==> src/rtl/ofm_requant.sv <==
// OFM requantizer: accumulates PE partial sums per output group,
// adds bias, round-shifts, applies ReLU and saturates to OUT_W.
module ofm_requant #(
  parameter int IN_W  = 20,
  parameter int ACC_W = 28,
  parameter int OUT_W = 8,
  parameter int CNT_W = 8
) (
  input  logic             clk,
  input  logic             rst_n,
  input  logic [CNT_W-1:0] cfg_num_psum,
  input  logic [15:0]      cfg_bias,
  input  logic [4:0]       cfg_shift,
  input  logic             cfg_relu,
  input  logic             in_valid,
  output logic             in_ready,
  input  logic [IN_W-1:0]  in_psum,
  output logic             out_valid,
  input  logic             out_ready,
  output logic [OUT_W-1:0] out_data,
  output logic             out_sat
);

  localparam logic signed [ACC_W:0] OMAX =
    (ACC_W+1)'((2 ** (OUT_W-1)) - 1);
  localparam logic signed [ACC_W:0] OMIN =
    -OMAX - (ACC_W+1)'(1);

  logic signed [ACC_W-1:0] acc;
  logic [CNT_W-1:0]        cnt;
  logic [CNT_W-1:0]        n_q;
  logic [CNT_W-1:0]        n_eff;
  logic                    last_psum;
  logic                    in_fire;

  logic signed [ACC_W-1:0] psum_ext;
  logic signed [ACC_W-1:0] bias_ext;

  logic signed [ACC_W-1:0] s1_x;
  logic [4:0]              s1_shift;
  logic                    s1_relu;
  logic                    s1_valid;
  logic                    s1_adv;

  logic signed [ACC_W:0]   xw;
  logic signed [ACC_W:0]   rnd;
  logic signed [ACC_W:0]   xr;
  logic signed [ACC_W:0]   r;
  logic [OUT_W-1:0]        q_data;
  logic                    q_sat;

  assign psum_ext = {{(ACC_W-IN_W){in_psum[IN_W-1]}}, in_psum};
  assign bias_ext = {{(ACC_W-16){cfg_bias[15]}}, cfg_bias};

  // Group length comes from cfg on the first psum, the latch after
  always_comb begin
    n_eff = n_q;
    if (cnt == '0) begin
      n_eff = (cfg_num_psum == '0) ? CNT_W'(1) : cfg_num_psum;
    end
  end

  assign last_psum =
    ((CNT_W+1)'(cnt) + (CNT_W+1)'(1)) == (CNT_W+1)'(n_eff);

  assign s1_adv   = s1_valid & (~out_valid | out_ready);
  assign in_ready = ~s1_valid | s1_adv;
  assign in_fire  = in_valid & in_ready;

  always_ff @(posedge clk or negedge rst_n) begin
    if (!rst_n) begin
      acc <= '0;
      cnt <= '0;
      n_q <= '0;
    end else if (in_fire) begin
      if (cnt == '0) begin
        n_q <= n_eff;
      end
      if (last_psum) begin
        acc <= '0;
        cnt <= '0;
      end else begin
        acc <= acc + psum_ext;
        cnt <= cnt + CNT_W'(1);
      end
    end
  end

  // Shift/relu travel with the sum so later cfg edits cannot alter it
  always_ff @(posedge clk or negedge rst_n) begin
    if (!rst_n) begin
      s1_x     <= '0;
      s1_shift <= '0;
      s1_relu  <= 1'b0;
      s1_valid <= 1'b0;
    end else if (in_fire && last_psum) begin
      s1_x     <= acc + psum_ext + bias_ext;
      s1_shift <= cfg_shift;
      s1_relu  <= cfg_relu;
      s1_valid <= 1'b1;
    end else if (s1_adv) begin
      s1_valid <= 1'b0;
    end
  end

  always_comb begin
    xw  = {s1_x[ACC_W-1], s1_x};
    rnd = '0;
    if (s1_shift != 5'd0) begin
      rnd = (ACC_W+1)'(1) <<< (s1_shift - 5'd1);
    end
    xr = xw + rnd;
    r  = xr >>> s1_shift;
    if (s1_relu && r < 0) begin
      r = '0;
    end
    q_sat  = 1'b0;
    q_data = r[OUT_W-1:0];
    if (r > OMAX) begin
      q_sat  = 1'b1;
      q_data = OMAX[OUT_W-1:0];
    end else if (r < OMIN) begin
      q_sat  = 1'b1;
      q_data = OMIN[OUT_W-1:0];
    end
  end

  always_ff @(posedge clk or negedge rst_n) begin
    if (!rst_n) begin
      out_valid <= 1'b0;
      out_data  <= '0;
      out_sat   <= 1'b0;
    end else if (s1_adv) begin
      out_valid <= 1'b1;
      out_data  <= q_data;
      out_sat   <= q_sat;
    end else if (out_ready) begin
      out_valid <= 1'b0;
    end
  end

endmodule

==> config.mk <==
export PLATFORM = sky130hd
export DESIGN_NAME = ofm_requant
export DESIGN_NICKNAME = d
export VERILOG_FILES = /design/src/rtl/ofm_requant.sv
export SDC_FILE = /design/constraint.sdc
export NUM_CORES = 1
export LEC_CHECK = 0
export ABC_AREA = 1
export CELL_PAD_IN_SITES_DETAIL_PLACEMENT = 1
export CELL_PAD_IN_SITES_GLOBAL_PLACEMENT = 2
export CORE_MARGIN = 8
export CORE_UTILIZATION = 36
export DETAILED_ROUTE_END_ITERATION = 16
export MAX_ROUTING_LAYER = met4
export PLACE_DENSITY_LB_ADDON = 0.08
export SYNTH_ARGS = -nofsm -noshare
export SYNTH_HDL_FRONTEND = slang
export SYNTH_SLANG_ARGS = --single-unit
==> constraint.sdc <==
create_clock -name clk -period 7.7 [get_ports clk]
set_clock_uncertainty 0.2 [all_clocks]
set_input_delay 1.155 -clock clk [delete_from_list [all_inputs] [get_ports clk]]
set_output_delay 1.155 -clock clk [all_outputs]
set_load 0.005 [all_outputs]
Yosys cells after proc, flatten, opt, wreduce, memory -nomap -nowiden
Cells that the tools add are included.
{ "totals": {"mem_count": 0, "wordCells": 50, "inputBits": 54, "mem_bits_rw": 0, "latchBits": 0, "regBits": 89, "rom_bits": 0, "output_inout_bits": 11} }
{ "classes": {"n_mux": 14, "n_reduce_logical": 8, "magnitude_cmp": 3, "bitwise": 6, "eq_ne": 1, "shifts": 2, "addsub": 6, "n_div": 0, "multipliers": 0} }
{ "ops": {"columns": ["op", "count"], "rows": [
  ["$mux 29", 2],
  ["$mux 8", 5],
  ["$add 28x29->29", 1],
  ["$gt 29x8->1 const B", 1],
  ["$lt 29x1->1 const B", 1],
  ["$lt 29x8->1 const B", 1],
  ["$sshl 2x5->29 const A", 1],
  ["$sshr 29x5->29", 1],
  ["$add 28x16->28", 1],
  ["$add 28x20->28", 1],
  ["$mux 28", 1],
  ["$logic_not 8->1", 2],
  ["$add 8x1->9 const B", 1],
  ["$eq 9x8->1", 1],
  ["$add 8x1->8 const B", 1],
  ["$mux 1", 6],
  ["$reduce_bool 5->1", 1],
  ["$sub 5x1->5 const B", 1],
  ["$reduce_bool 2->1", 2],
  ["$and 1x1->1", 2],
  ["$logic_and 1x1->1", 2],
  ["$not 1->1", 2],
  ["$or 1x1->1", 2],
  ["$reduce_and 2->1", 1]
]} }

Depth between registers and ports, before layout
Gate-level depths: netlist (run 1).
{ "logic_depth": {"ltp_word": 11, "depth_mapped": 37, "ltp_nobuf": 36} }

Worst setup path after synthesis (run 1)
No wires, ideal clock.
{ "synth_timing": {"kind": "input-to-reg", "from": "in in_psum[0]", "to": "reg s1_x[26]", "t_arrival_ns": 4.755, "slack_ns": 2.662, "required_time_ns": 7.417, "n_path_buf": 0, "cell_stages": 25, "setup_time_ns": 0.083, "path_cell_list": "ha_1 -> fa_1 -> nand3_1 -> nand2_1 -> a21oi_1 -> o21ai_0 -> a21boi_1 -> inv_1 -> a21oi_1 -> o21ai_0 -> xor2_1 -> ha_1 -> nand2_1 -> nor4_1 -> nand4_1 -> nand3_1 -> nand4_1 -> nand3_1 -> nand2_1 -> nand2_1 -> a21oi_1 -> nor2_1 -> nor2_1 -> xor2_1 -> o21ai_0"} }
{ "synth_via": {"elab_chain_cells": 2} }
{ "synth_rtl": {"columns": ["element", "line", "rtl"], "rows": [
  ["from (decl)", "17", "input logic [IN_W-1:0] in_psum,"],
  ["$add 28x20->28", "97", "s1_x <= acc + psum_ext + bias_ext;"],
  ["$add 28x16->28", "97", null],
  ["to (signal assigned)", "97", null],
  ["to (decl)", "39", "logic signed [ACC_W-1:0] s1_x;"]
]} }
No other way between the ends.
A chain may end at the register's enable or synchronous reset.

Worst setup path in the final report (run 1)
Ends and elaborated chain as after synthesis.

==> impl_metrics.json, run 1 <==
{
  "powerDensity_nw_per_um2": 449,
  "grt_max_degree": 64,
  "final.setup.tns_ns": 0,
  "maxSlewHeadroom": 0.358,
  "nets": 1911,
  "clkLatencyLatePin_ns": 0.35,
  "ys_types": 57,
  "synth.avg_cell_area_sq_um": 6.22,
  "hold_start": "n_q[7]",
  "finalMaxSlewViolations": 0,
  "syn2layout_area_growth_pct": 11.5,
  "cts_resized": 0,
  "h-tree-depth": 3,
  "vdd_drop_max_mv": 0.157,
  "dr_total_vias": 11100,
  "yosys_warnings": 0,
  "crit_start": "in_psum[0]",
  "min_path_cells": 2,
  "ff2ff_setup_slack_ns": 1.98,
  "cts_tree": "built",
  "num_rows": 63,
  "fin_area_sq_um": 12000,
  "clockRootBuffer": "clkbuf_16",
  "status": "completed",
  "cp.required_ns": 7.76,
  "seq_area_frac_synth": 0.207,
  "grt_setup_unrepaired": "false",
  "ys_ff_latch": 89,
  "core_sq_um": 29500,
  "antenna_left": 0,
  "cts-buffers-inserted": 9,
  "pwr-share-comb": 0.758,
  "ioPinCount": 65,
  "netlist_area_sq_um": 10700,
  "drt-pass1-iter-count": 4,
  "fin_crit_ns": 5.72,
  "synth_edf_count": 0,
  "ys_top_cells_by_area": "dfrtp_1, nand2_1, ha_1",
  "p_int_mw": 2.40,
  "die_h_um": 189,
  "synthFlopType": "dfrtp_1",
  "via_per_inst": 5.11,
  "antenna_found_initial": 0,
  "dieArea_sq_um": 35600,
  "synth_cells": 1729,
  "rr_worst_depth": 30,
  "critPathKind": "in -> reg",
  "synth_common_cells": "nand2_1, inv_1, nand3_1",
  "pre_cts_slack_ns": 1.60,
  "grt_pass1_vias": 11600,
  "drt_iter0_drc": 407,
  "post_cts_buffers": 0,
  "path_max_fanout": 4,
  "layout_setup_ws_ns": 1.98,
  "power_switching_mw": 2.98,
  "grt.total_usage": 0.215,
  "hold_viol_final": 0,
  "synth.largest_area_cell": "dfrtp_1",
  "gp_congestion": 0.945,
  "drive_gt1_frac": 0.0597,
  "routed_wire_length_per_instance_um": 17.0,
  "cts.sinks": 89,
  "p_leak_nw": 6.15,
  "placedInstanceArea_sq_um": 11700,
  "drv_cap": 0,
  "critPathLaunchType": "input pin",
  "start_util": 0.365,
  "overflow": 0,
  "min_path_type": "reg -> reg",
  "async_flop_share": 1.00,
  "insertedDiodeCount": 0,
  "synth.most_common_cell": "nand2_1",
  "p_seq_frac": 0.162,
  "drc": 0,
  "crit_arrival_ns": 5.78,
  "hold_end": "n_q[7]",
  "io_buffer_count": 64,
  "clkPwrFrac": 0.081,
  "synth_top_area_share": 0.207,
  "syn_nets": 1870,
  "clock_path_buffers": 2,
  "r2r-start": "s1_shift[2]",
  "hpwl_um": 31100,
  "worstMarginPinSlew_ns": 0.962,
  "cp-end-kind": "flip-flop",
  "finalSetupViolations": 0,
  "r2r-end": "out_data[0]",
  "routed_wl_um": 36900,
  "fp.dieW_um": 189,
  "path_clk_slew_ns": 0.07,
  "grt_pass1_wl_um": 61000,
  "p_sw_frac": 0.554,
  "postCtsHoldBufs": 0,
  "fmax_mhz": 175,
  "period_share": 0.743
}
-- critical path: stages --
cell	delay, ns
clkdlybuf4s50_1	0.41
ha_1	0.23
fa_1	0.40
nand3_1	0.09
nand2_1	0.08
a21oi_1	0.20
o21ai_0	0.16
a21boi_1	0.31
inv_1	0.11
a21oi_1	0.26
o21ai_0	0.14
xor2_1	0.18
ha_1	0.36
nand2_1	0.11
nor4_1	0.40
nand4_1	0.13
nand3_1	0.17
nand4_1	0.10
nand3_1	0.11
nand2_1	0.06
nand2_1	0.09
a21oi_1	0.08
nor2_1	0.09
nor2_1	0.05
xor2_1	0.13
o21ai_0	0.16
-- metal layers --
layer | track usage | share of wire
met1 | 0.273 | 0.48
met2 | 0.363 | 0.48
met3 | 0.0153 | 0.017
met4 | 0.0631 | 0.026
met5 | - | 0
-- layout make-up --
type	instances	area [sq um]
clock buffer	9	225
clock inverter	7	68.8
fill	4058	17500
inverter	225	857
multi-input combinational	1373	7420
sequential	89	2230
tap	390	488
timing repair buffer	72	698
-- per-stage QoR --
| step | hold slack [ns] | power (mW) | util | instances |
|---|---|---|---|---|
| floorplan | 0.246 | 3.92 | - | 1729 |
| global placement | 0.260 | 4.90 | 0.397 | 2149 |
| detailed placement | 0.270 | 4.97 | 0.397 | 2149 |
| CTS | 0.289 | 5.44 | 0.407 | 2165 |
| global route | 0.324 | 6.01 | 0.407 | 2165 |
| finish | 0.283 | 5.39 | 0.407 | 2165 |
-- flip-flops by register name (all words and copies together) (netlist names) --
name,count
s1_x,28
s1_valid,1
s1_shift,5
acc,28
cnt,8
out_valid,1
out_data,8
s1_relu,1
out_sat,1
n_q,8
-- power groups by stage --
stage,logic (mW),registers (mW),clock network [mW]
after floorplan,3.14,0.782,0
after global placement,4.03,0.871,0
after detailed placement,4.10,0.873,0
after CTS,4.12,0.868,0.450
after global routing,4.65,0.895,0.467
final,4.08,0.870,0.435
-- logic make-up after synthesis --
| kind of cell | count (synthesis) | synth area share |
|---|---|---|
| muxes | 1 | 0.00105 |
| xor gates and xnor gates | 72 | 0.0594 |
| buffers and inverters | 267 | 0.102 |
| DFF | 89 | 0.207 |
| adders and majority gates | 87 | 0.103 |
| and+or+nand+nor | 955 | 0.389 |
| AOI/OAI and AO/OA | 258 | 0.138 |
-- cells in the final DEF (no fill, tap or decap), drive strengths merged, types with 6 or more instances in the layout --
cell and instances:
a21oi 115, a22o 20, a31oi 6, buf 9, clkbuf 9, clkdlybuf4s50 63, dfrtp 89, ha 84
inv 227, nand2 542, nand3 209, nand4 13, nor2 151, nor3 19, o21ai 90, o21bai 6
or2 9, xnor2 28, xor2 44
-- how the worst max path moves through the flow --
stage	to	slack [ns]	cells past startpoint
after global routing	out_data[1]	1.46	34
after detailed placement	s1_x[26]	1.60	26
final	s1_x[26]	1.98	26
after floorplan	s1_x[26]	2.66	25
after global placement	s1_x[26]	1.76	26
after CTS	s1_x[26]	1.96	26
(Power assumes the default switching activity.)
==> inputs of run 2 (changes only) <==
--- a/config.mk
+++ b/config.mk
@@ -9,7 +9,7 @@
 export CELL_PAD_IN_SITES_DETAIL_PLACEMENT = 1
 export CELL_PAD_IN_SITES_GLOBAL_PLACEMENT = 2
 export CORE_MARGIN = 8
-export CORE_UTILIZATION = 36
+export CORE_UTILIZATION = 34
 export DETAILED_ROUTE_END_ITERATION = 16
 export MAX_ROUTING_LAYER = met4
 export PLACE_DENSITY_LB_ADDON = 0.08
==> constraint.sdc (replaced) <==
create_clock -name clk -period 5.7 [get_ports clk]
set_clock_uncertainty 0.2 [all_clocks]
set_input_delay 0.855 -clock clk [delete_from_list [all_inputs] [get_ports clk]]
set_output_delay 0.855 -clock clk [all_outputs]
set_load 0.005 [all_outputs]
==> impl_metrics.json, run 2 (synthesis gave the netlist of run 1 again) <==
{
  "status": "completed",
  "antenna_found_initial": 0,
  "nets": 1923,
  "grt_pass1_vias": 11900,
  "path_clk_slew_ns": 0.06,
  "largest_registers": "acc x28, s1_x x28",
  "period_share": 0.904,
  "io_buffer_count": 64,
  "routed_wire_length_per_instance_um": 17.3,
  "antenna_left": 0,
  "dr_total_vias": 11100,
  "grt_setup_unrepaired": "false",
  "overflow": 0,
  "final.setup.tns_ns": 0,
  "cp.required_ns": 5.76,
  "clkLatencyLatePin_ns": 0.35,
  "power.total_mw": 7.40,
  "hpwl_um": 32100,
  "hold_viol_final": 0,
  "ioPinCount": 65,
  "fin_crit_ns": 5.15,
  "powerDensity_nw_per_um2": 610,
  "drc": 0,
  "worstMarginPinSlew_ns": 0.961,
  "p_leak_nw": 6.22,
  "die_h_um": 194,
  "final_cell_mix": "nand2_1, inv_1, nand3_1",
  "cts.sinks": 89,
  "grt_pass1_wl_um": 63100,
  "insertedDiodeCount": 0,
  "h-tree-depth": 3,
  "cts_tree": "built",
  "rr_worst_depth": 26,
  "fmax_mhz": 194,
  "clock_path_buffers": 2,
  "crit_arrival_ns": 5.22,
  "dieArea_sq_um": 37600,
  "drt_iter0_drc": 441,
  "final_common_cell": "nand2_1",
  "post_cts_buffers": 0,
  "drive_gt1_frac": 0.0683,
  "path_max_fanout": 4,
  "critPathKind": "in -> reg",
  "num_rows": 65,
  "routed_wl_um": 37900,
  "vdd_drop_max_mv": 0.212,
  "drv_cap": 0,
  "syn2layout_area_growth_pct": 12.8,
  "core_sq_um": 31300,
  "drt-pass1-iter-count": 4,
  "cts-buffers-inserted": 9,
  "critPathLaunchType": "input pin",
  "start_util": 0.343,
  "finalMaxSlewViolations": 0,
  "finalSetupViolations": 0,
  "clockRootBuffer": "clkbuf_16",
  "grt.total_usage": 0.211,
  "fillers": 4144,
  "maxSlewHeadroom": 0.359,
  "fp.dieW_um": 194,
  "min_path_type": "in -> async",
  "cp-end-kind": "flip-flop",
  "gp_congestion": 0.919,
  "grt_max_degree": 64,
  "via_per_inst": 5.06
}
==> run 2: worst paths after layout <==
check                         endpoint   startpoint  slack (ns)
setup / recovery              s1_x[26]   in_psum[0]        0.55
hold / removal                  acc[0]        rst_n        0.22
setup reg to reg           out_data[0]  s1_shift[4]        0.75
hold reg to reg                 n_q[0]       n_q[0]        0.28
max in group asynchronous  s1_shift[3]        rst_n        3.93
min in group clk                n_q[0]       n_q[0]        0.28
==> run 2: final cells by class <==
| type | count | area, sq um | area share |
|---|---|---|---|
| inverter | 225 | 857 | 0.0707 |
| clock inverter | 7 | 76.3 | 0.00629 |
| tap | 402 | 503 | 0.0415 |
| multi-input combinational | 1373 | 7450 | 0.614 |
| sequential | 89 | 2230 | 0.184 |
| timing repair buffer | 84 | 788 | 0.0650 |
| clock buffer | 9 | 225 | 0.0186 |
==> run 2: metal layers <==
layer  part of all wire  track usage  up-vias  routed length, um
met2               0.49        0.366       84              18500
met4              0.017       0.0487        0                656
met1               0.48        0.267     5233              18400
li1                   -            -     5727                  -
met5                  0            -        -                  0
met3              0.011       0.0123       28                400
==> run 2: per-stage QoR <==
step / hold slack [ns] / cell area, sq um / util / instances / setup WS (ns)
final: 0.223 / 12100 / 0.387 / 2189 / 0.547
after global routing: 0.254 / 12100 / 0.387 / 2189 / 0.0259
after CTS: 0.219 / 12100 / 0.386 / 2189 / 0.225
after detailed placement: 0.273 / 11800 / 0.377 / 2173 / -0.133
after global placement: 0.261 / 11800 / 0.377 / 2173 / 0.0310
after floorplan: 0.246 / 10700 / - / 1729 / 0.962
==> run 2: timing repair <==
item	in CTS	in global routing
hold buffers	0	0
setup endpoints to repair	0	3
gates resized for setup	0	6
==> run 2: power breakdown <==
part,total [mW],internal [mW],switching (mW),leakage (nW)
sequential,1.14,0.912,0.231,1.13
combinational,5.65,2.08,3.57,4.95
clock,0.607,0.343,0.264,0.142
==> run 2: critical path, cell delays in order <==
cell and delay [ns]:
clkdlybuf4s50_1 0.43, ha_1 0.25, fa_1 0.41, nand3_1 0.09
nand2_1 0.08, a21oi_1 0.19, o21ai_1 0.14, a21boi_2 0.24
inv_1 0.09, a21oi_2 0.20, o21ai_0 0.12, xor2_1 0.18
ha_1 0.36, nand2_1 0.14, nor4_4 0.30, nand4_1 0.11
nand3_1 0.17, nand4_1 0.10, nand3_1 0.11, nand2_1 0.07
nand2_1 0.09, a21oi_1 0.09, nor2_1 0.09, nor2_1 0.05
xor2_1 0.13, o21ai_0 0.13
